`src/rtl/knn_dist_if.sv`:
```
// Training-point stream for knn_dist: valid/ready handshake
// carrying one labelled coordinate pair per transfer.
interface knn_dist_if #(
  parameter int COORD_W    = 16,
  parameter int LABEL_BITS = 8
);
  logic                         in_valid;
  logic                         in_ready;
  logic signed [COORD_W-1:0]    train_x;
  logic signed [COORD_W-1:0]    train_y;
  logic        [LABEL_BITS-1:0] train_label;

  modport master (
    output in_valid,
    output train_x,
    output train_y,
    output train_label,
    input  in_ready
  );

  modport slave (
    input  in_valid,
    input  train_x,
    input  train_y,
    input  train_label,
    output in_ready
  );
endinterface

```
`src/rtl/knn_dist.sv`:
```
// Squared-distance engine for k-NN: 2-stage pipeline over NBR_POINTS points.
// Define KNN_DIST_SAT_EN to clamp dist_entry instead of wrapping.
module knn_dist #(
  parameter int DATA_W     = 32,
  parameter int COORD_W    = 16,
  parameter int LABEL_BITS = 8,
  parameter int NBR_POINTS = 16
) (
  input  logic                              clk,
  input  logic                              rst,
  input  logic                              start,
  input  logic signed [COORD_W-1:0]         test_x,
  input  logic signed [COORD_W-1:0]         test_y,
  knn_dist_if.slave                         trn,
  output logic        [DATA_W-1:0]          dist_entry,
  output logic        [LABEL_BITS-1:0]      label_entry,
  output logic                              en_list,
  output logic                              busy,
  output logic                              done,
  output logic [$clog2(NBR_POINTS+1)-1:0]   count
);

  localparam int CNT_W = $clog2(NBR_POINTS + 1);
  localparam int DIF_W = COORD_W + 1;
  localparam int FW    = 2 * DIF_W;
  localparam int WW    = (FW > DATA_W) ? FW : DATA_W;

  typedef enum logic [1:0] {
    IDLE,
    RUN,
    DONE
  } state_t;

  typedef struct packed {
    logic                    vld;
    logic signed [COORD_W:0] dx;
    logic signed [COORD_W:0] dy;
    logic [LABEL_BITS-1:0]   label;
  } s1_t;

  state_t state;
  state_t state_nx;
  s1_t    s1;

  logic signed [COORD_W-1:0] tx;
  logic signed [COORD_W-1:0] ty;
  logic signed [COORD_W:0]   dx_c;
  logic signed [COORD_W:0]   dy_c;
  logic signed [FW-1:0]      sq_x;
  logic signed [FW-1:0]      sq_y;
  logic        [FW-1:0]      sum_full;
  logic        [WW-1:0]      sum_w;
  logic        [DATA_W-1:0]  dist_c;
  logic                      start_ok;
  logic                      xfer;
  logic                      last_in;

  assign start_ok = start && (state != RUN);
  assign last_in  = (count == CNT_W'(NBR_POINTS));
  assign trn.in_ready = (state == RUN) && !last_in;
  assign xfer     = trn.in_valid && trn.in_ready;
  assign busy     = (state == RUN);
  assign done     = (state == DONE);

  always_comb begin
    state_nx = state;
    unique case (1'b1)
      start_ok:                          state_nx = RUN;
      busy && last_in && !s1.vld:        state_nx = DONE;
      default: ;
    endcase
  end

  always_ff @(posedge clk or negedge rst) begin
    if (!rst) state <= IDLE;
    else      state <= state_nx;
  end

  always_ff @(posedge clk or negedge rst) begin
    if (!rst) begin
      tx    <= '0;
      ty    <= '0;
      count <= '0;
    end else if (start_ok) begin
      tx    <= test_x;
      ty    <= test_y;
      count <= '0;
    end else if (xfer) begin
      count <= count + CNT_W'(1);
    end
  end

  assign dx_c = {trn.train_x[COORD_W-1], trn.train_x}
              - {tx[COORD_W-1], tx};
  assign dy_c = {trn.train_y[COORD_W-1], trn.train_y}
              - {ty[COORD_W-1], ty};

  always_ff @(posedge clk or negedge rst) begin
    if (!rst) begin
      s1 <= '0;
    end else begin
      s1.vld <= xfer;
      if (xfer) begin
        s1.dx    <= dx_c;
        s1.dy    <= dy_c;
        s1.label <= trn.train_label;
      end
    end
  end

  // Squares are non-negative and their sum fits FW bits unsigned.
  assign sq_x     = s1.dx * s1.dx;
  assign sq_y     = s1.dy * s1.dy;
  assign sum_full = $unsigned(sq_x) + $unsigned(sq_y);
  assign sum_w    = WW'(sum_full);

`ifdef KNN_DIST_SAT_EN
  assign dist_c = (sum_w > WW'({DATA_W{1'b1}}))
                ? '1 : sum_w[DATA_W-1:0];
`else
  logic unused_hi;
  assign unused_hi = ^sum_w;
  assign dist_c    = sum_w[DATA_W-1:0];
`endif

  always_ff @(posedge clk or negedge rst) begin
    if (!rst) begin
      en_list     <= 1'b0;
      dist_entry  <= '0;
      label_entry <= '0;
    end else begin
      en_list <= s1.vld;
      if (s1.vld) begin
        dist_entry  <= dist_c;
        label_entry <= s1.label;
      end
    end
  end

endmodule

```
`src/flat_wrapper.sv`:
```
// flat-port wrapper written by rule: the top's interface ports become plain ports
module knn_dist_flat 
#(
  parameter int DATA_W     = 32,
  parameter int COORD_W    = 16,
  parameter int LABEL_BITS = 8,
  parameter int NBR_POINTS = 16
)
  (clk, rst, start, test_x, test_y, dist_entry, label_entry, en_list, busy, done, count, trn_in_valid, trn_train_x, trn_train_y, trn_train_label, trn_in_ready);
  knn_dist_if #(.COORD_W(COORD_W), .LABEL_BITS(LABEL_BITS)) trn_i ();
  input  logic clk;
  input  logic rst;
  input  logic start;
  input  logic signed [COORD_W-1:0] test_x;
  input  logic signed [COORD_W-1:0] test_y;
  output logic        [DATA_W-1:0] dist_entry;
  output logic        [LABEL_BITS-1:0] label_entry;
  output logic en_list;
  output logic busy;
  output logic done;
  output logic [$clog2(NBR_POINTS+1)-1:0] count;
  input wire logic [$bits(trn_i.in_valid)-1:0] trn_in_valid;
  input wire logic [$bits(trn_i.train_x)-1:0] trn_train_x;
  input wire logic [$bits(trn_i.train_y)-1:0] trn_train_y;
  input wire logic [$bits(trn_i.train_label)-1:0] trn_train_label;
  output wire logic [$bits(trn_i.in_ready)-1:0] trn_in_ready;
  assign trn_i.in_valid = trn_in_valid;
  assign trn_i.train_x = trn_train_x;
  assign trn_i.train_y = trn_train_y;
  assign trn_i.train_label = trn_train_label;
  assign trn_in_ready = trn_i.in_ready;
  knn_dist #(.DATA_W(DATA_W), .COORD_W(COORD_W), .LABEL_BITS(LABEL_BITS), .NBR_POINTS(NBR_POINTS)) u_core (.clk(clk), .rst(rst), .start(start), .test_x(test_x), .test_y(test_y), .trn(trn_i), .dist_entry(dist_entry), .label_entry(label_entry), .en_list(en_list), .busy(busy), .done(done), .count(count));
endmodule
```
`config.mk`:
```
export PLATFORM = sky130hd
export DESIGN_NAME = knn_dist_flat
export DESIGN_NICKNAME = d
export VERILOG_FILES = /design/src/rtl/knn_dist_if.sv /design/src/rtl/knn_dist.sv /design/src/flat_wrapper.sv
export SDC_FILE = /design/constraint.sdc
export NUM_CORES = 2
export LEC_CHECK = 0
export ABC_AREA = 1
export ABC_CLOCK_PERIOD_IN_PS = 7900
export BUFFER_PORTS_ARGS = -buffer_cell sky130_fd_sc_hd__buf_2
export CORE_UTILIZATION = 60
export DETAILED_ROUTE_END_ITERATION = 7
export MAX_ROUTING_LAYER = met4
export PLACE_DENSITY = 0.89
export SETUP_SLACK_MARGIN = 0.05
export SLEW_MARGIN = 10
export SYNTH_ARGS = -nofsm -noshare
export SYNTH_HDL_FRONTEND = slang
export SYNTH_SLANG_ARGS = --single-unit
```
`constraint.sdc`:
```
create_clock -name clk -period 7.9 [get_ports clk]
set_clock_uncertainty 0.05 [all_clocks]
set_input_delay 1.185 -clock clk [delete_from_list [all_inputs] [get_ports clk]]
set_output_delay 1.185 -clock clk [all_outputs]
set_load 0.02 [all_outputs]
```
## After elaboration in Yosys (flattened, before gate mapping)

Cells that the tools add are included.

| cells by class | value |
|---|---|
| $add $sub $neg | 4 |
| $mul | 2 |
| divide/modulo/power cells | 0 |
| magnitude comparators | 0 |
| equal/unequal tests | 4 |
| shift operators | 0 |
| mux-type cells | 3 |
| bitwise operators | 0 |
| reductions and logical operators | 9 |

Operators by type and width:

| cell | count |
|---|---|
| multiplier 17 x 17 -> 32 bit | 2 |
| subtractor 16 x 16 -> 17 bit | 2 |
| adder 32 bit | 1 |
| 2-to-1 mux 5 bit | 2 |
| adder 5 x 1 -> 5 bit, second input constant | 1 |
| equality test 5 bit, second input constant | 1 |
| logical AND 1 bit | 5 |
| one-hot mux 2 bit (2 select lines) | 1 |
| nonzero test 2 bit | 2 |
| equality test 2 x 1 -> 1 bit, second input constant | 1 |
| equality test 2 bit, second input constant | 1 |
| logical NOT 1 bit | 2 |
| != test 2 x 1 -> 1 bit, second input constant | 1 |

| word-level totals | value |
|---|---|
| register bits after elaboration | 123 |
| latch bits | 0 |
| memory bits (writable) | 0 |
| memory bits (read-only) | 0 |
| input port bits | 76 |
| output and inout port bits | 49 |
| word-level logic and storage cells | 33 |
| memories | 0 |

## Depth between registers and ports, before layout

| logic depth | value |
|---|---|
| depth in word-level cells | 6 |
| depth in mapped cells | 33 |
| mapped depth without buffers | 30 |

## Worst setup path before layout

No wires, ideal clock.

| path | value |
|---|---|
| kind | register to register |
| from | register u_core.s1[10] (netlist name) |
| to | register u_core.dist_entry[31] |
| library setup time | 0.117 ns |
| arrival time | 6.790 ns |
| required time | 7.733 ns |
| slack | 0.943 ns |
| stages on the path, launching flop included | 28 |
| path buffers | 2 |
| clock period less this slack | 6.957 ns |
| path through | dfrtp_1 > clkbuf_1 > clkbuf_1 > nand2_1 > fa_1 > inv_1 > fa_1 > inv_1 > fa_1 > fa_1 > inv_1 > fa_1 > inv_1 > fa_1 > inv_1 > fa_1 > inv_1 > fa_1 > inv_1 > ha_1 > nand2_1 > nor3_1 > nand2_1 > or2_1 > nand3_1 > nand3_1 > nand3_1 > nand2_1 |

| between the ends | value |
|---|---|
| cells in the longest elaborated chain, start to end | 2 |

Ends and longest elaborated chain:

| what | line | source |
|---|---|---|
| from (decl) | knn_dist.sv:43 | `s1_t s1;` |
| multiplier 17 x 17 -> 32 bit | knn_dist.sv:113 | `assign sq_y = s1.dy * s1.dy;` |
| adder 32 bit | knn_dist.sv:114 | `assign sum_full = $unsigned(sq_x) + $unsigned(sq_y);` |
| to (signal assigned) | knn_dist.sv:134 | `dist_entry <= dist_c;` |
| to (decl) | knn_dist.sv:15 | `output logic [DATA_W-1:0] dist_entry,` |

Every way passes these cells.
A chain may end at the register's enable or synchronous reset.

## Final worst setup path

| path | value |
|---|---|
| from | register u_core.s1[41] (netlist name) |
| to | register u_core.dist_entry[31] |

| between the ends | value |
|---|---|
| cells in the longest elaborated chain, start to end | 2 |

Ends and longest elaborated chain:

| what | line | source |
|---|---|---|
| multiplier 17 x 17 -> 32 bit | knn_dist.sv:112 | `assign sq_x = s1.dx * s1.dx;` |
| adder 32 bit | knn_dist.sv:114 |  |

Every way passes these cells.

==> results.py <==
metrics = {
    "synth": {
        "seq_area_frac_synth_pct": 12.0,
        "synth_area_leaders": "fa_1, inv_1, dfrtp_1",
        "yosysTopAreaCellShare_pct": 44.8,
        "syn_avg_cell_area_sq_um": 8.57,
        "syn_area_sq_mm": 0.0257,
        "synth_largest_area_cell": "fa_1",
        "synth_warnings": 0,
        "synth_flop_cell": "dfrtp_1",
        "yosys-top-cells-count": "inv_1, nand2_1, fa_1, ha_1, dfrtp_1",
        "synth.distinct_cells": 44,
        "synth_edf_count": 0,
        "synth_seq_cells": 123,
        "syn_nets": 3831,
        "yosys.cell_count.top_type": "inv_1",
        "async_flop_share_pct": 100,
        "synthCells": 3005,
    },
    "sta": {
        "maxSlewHeadroom_pct": 24.2,
        "finalHoldViolCount": 0,
        "tns_ns": 0,
        "worst_pin_slew_ns": 1.13,
        "slew_viol_final": 0,
        "fmax_ghz": 0.133,
        "fin_crit_sh_pct": 95.5,
        "grt_setup_unrepaired": "no",
        "setup_viol": 0,
        "period_minus_slack_ns": 7.55,
    },
    "min_path": {
        "min_from": "u_core.s1[5]$_DFFE_PN0P_",
        "hp-class": "reg -> reg",
        "hold_end": "u_core.label_entry[5]$_DFFE_PN0P_",
        "min_path_cells": 2,
    },
    "worst_setup_path": {
        "ff2ff_setup_slack_ns": 0.35,
        "crit_path_start_kind": "flip-flop",
        "cp.arrival_ns": 7.82,
        "max_stage_delay_ns": 0.58,
        "cp-startpoint": "u_core.s1[41]$_DFFE_PN0P_",
        "endpoint_kind": "flip-flop",
        "critical_path_class": "reg -> reg",
        "cp_common_cell": "fa_1",
        "required_ns": 8.17,
        "r2r-end": "u_core.dist_entry[31]$_DFFE_PN0P_",
        "crit_slowest_cell": "fa_1",
        "path_max_fanout": 17,
        "reg2reg_from": "u_core.s1[41]$_DFFE_PN0P_",
        "ff2ff_path_depth": 26,
    },
    "grt": {
        "grt_max_degree": 69,
        "grt_pass1_vias": 22400,
        "antenna_found_initial": 1,
        "overflow": 0,
        "grt_pass1_wl_mm": 109,
        "grt_usage_pct": 33.4,
    },
    "clock_network": {
        "post-cts-setup-buffer-count": 0,
        "ctsHoldBuffers": 0,
        "cts_tree": "done",
        "path_clk_slew_ns": 0.06,
        "root_buffer": "clkbuf_16",
        "post_cts_resized": 0,
        "h-tree-depth": 4,
        "clock-sinks": 123,
        "insertion_delay_ns": 0.44,
        "cts_max_path_buffers": 2,
        "cts_buffers": 17,
    },
    "routing": {
        "ant_nets": 0,
        "wl_per_cell_um": 18.2,
        "viasPerCell": 5.46,
        "drt-total-wl_mm": 66.4,
        "drtPass1Iterations": 7,
        "drtIter0Drc": 1751,
        "drc": 0,
        "num_vias": 19900,
    },
    "finish": {
        "layout.nets": 3920,
        "drive_above_1_share_pct": 7.98,
        "nFillCells": 3134,
        "syn_to_final_growth_pct": 6.97,
    },
    "flow_run": {
        "cap_violations": 0,
    },
    "die": {
        "ios": 125,
        "die_area_sq_mm": 0.0437,
        "chipWidth_um": 209,
        "die_h_um": 209,
        "rows": 75,
        "start_util_pct": 61.1,
        "core-area_sq_mm": 0.0421,
    },
    "run_status": {
        "status": "finished, final reports clean",
    },
    "placement": {
        "portBuffers": 124,
        "dpl.hpwl_mm": 55.1,
        "gp_congestion": 0.957,
    },
}
==> metrics by stage <==
step                      worst slack, ns  util, %  instance area [sq um]  hold slack (ns)  instances
after global routing               0.0529     65.4                  27500            0.444       3647
after CTS                           0.414     65.4                  27500            0.416       3646
after detailed placement            0.500     64.0                  27000            0.410       3614
after floorplan                     0.943        -                  25700            0.326       3005
after global placement              0.543     64.0                  27000            0.400       3614
final                               0.355     65.4                  27500            0.418       3647
==> registers in the layout, summed over array words and instances (netlist names) <==
register and cells:
u_core.count 5, u_core.dist_entry 32, u_core.en_list 1, u_core.label_entry 8, u_core.s1 43, u_core.state 2
u_core.tx 16, u_core.ty 16
==> worst max-delay path by stage <==
| stage | to | slack, ns | cells past startpoint |
|---|---|---|---|
| 5_1_grt | u_core.dist_entry[31]$_DFFE_PN0P_ | 0.05 | 26 |
| 6_report | u_core.dist_entry[31]$_DFFE_PN0P_ | 0.35 | 26 |
| 4_1_cts | u_core.dist_entry[31]$_DFFE_PN0P_ | 0.41 | 26 |
| 3_5_place_dp | u_core.dist_entry[31]$_DFFE_PN0P_ | 0.50 | 25 |
| 3_3_place_gp | u_core.dist_entry[25]$_DFFE_PN0P_ | 0.54 | 25 |
| 2_1_floorplan | u_core.dist_entry[31]$_DFFE_PN0P_ | 0.94 | 27 |
==> cell usage in the layout, fill, tap and decap left out, types with 2 or more instances in the layout <==
master	Yosys	layout
clkinv_2	0	3
nand3_2	3	3
nor4_1	3	3
xnor2_1	20	20
clkinv_1	3	3
a31oi_1	2	2
o31ai_1	4	4
dfrtp_1	123	123
buf_2	8	123
nor3_1	8	8
or2_1	10	10
ha_1	174	174
o21ai_1	7	7
nor2_1	67	66
clkinv_4	0	2
o21ai_0	88	88
nand3_1	65	65
nand4_1	18	18
clkinvlp_4	0	3
nand2_2	10	11
nand3b_1	7	7
a21o_1	12	12
nand2_1	645	644
inv_2	8	8
a211oi_1	3	3
buf_4	0	41
nor2_2	3	3
o21bai_1	6	6
bufinv_16	0	2
a21oi_2	8	8
inv_6	0	3
inv_1	928	928
a21oi_1	64	64
or2_2	7	7
o22ai_1	2	2
nor2_4	1	2
o21ai_2	7	7
fa_1	576	576
xor2_1	21	21
clkbuf_16	0	17
==> cell families (layout without fill, tap and decap cells) <==
kind of cell	count (synthesis)	after routing	share of synthesized area (%)
buffers and inverters	1033	1135	15.2
and+or+nand+nor	849	849	13.5
adders and majority gates	750	750	53.2
AOI/OAI and AO/OA	209	209	4.67
DFF	123	123	12.0
xor gates and xnor gates	41	41	1.39
other	0	1	0
==> cell type report <==
type | count | area (sq um) | area share (%)
tap | 539 | 674 | 2.45
timing repair buffer | 164 | 923 | 3.35
multi-input combinational | 1849 | 18800 | 68.1
clock buffer | 19 | 443 | 1.61
antenna | 1 | 2.50 | 0.00909
inverter | 939 | 3520 | 12.8
clock inverter | 13 | 141 | 0.513
sequential | 123 | 3080 | 11.2
==> routing by layer <==
layer	GRT usage [%]	vias up	wire length [um]
met3	5.71	389	5000
met5	-	-	0
met1	36.4	9809	22800
li1	-	8743	-
met2	56.6	984	33700
met4	21.2	0	4920
==> worst max-delay path, delay by kind of cell (launching register included) <==
family / cells / cell delay (ns)
buf+inv: 8 / 1.07
simple gates: 9 / 1.24
flops: 1 / 0.49
fa+ha+maj: 9 / 4.58
Power is left out: the tool's default activity adds up to more than one toggle a clock period on the data nets, which glitch-free logic cannot reach.
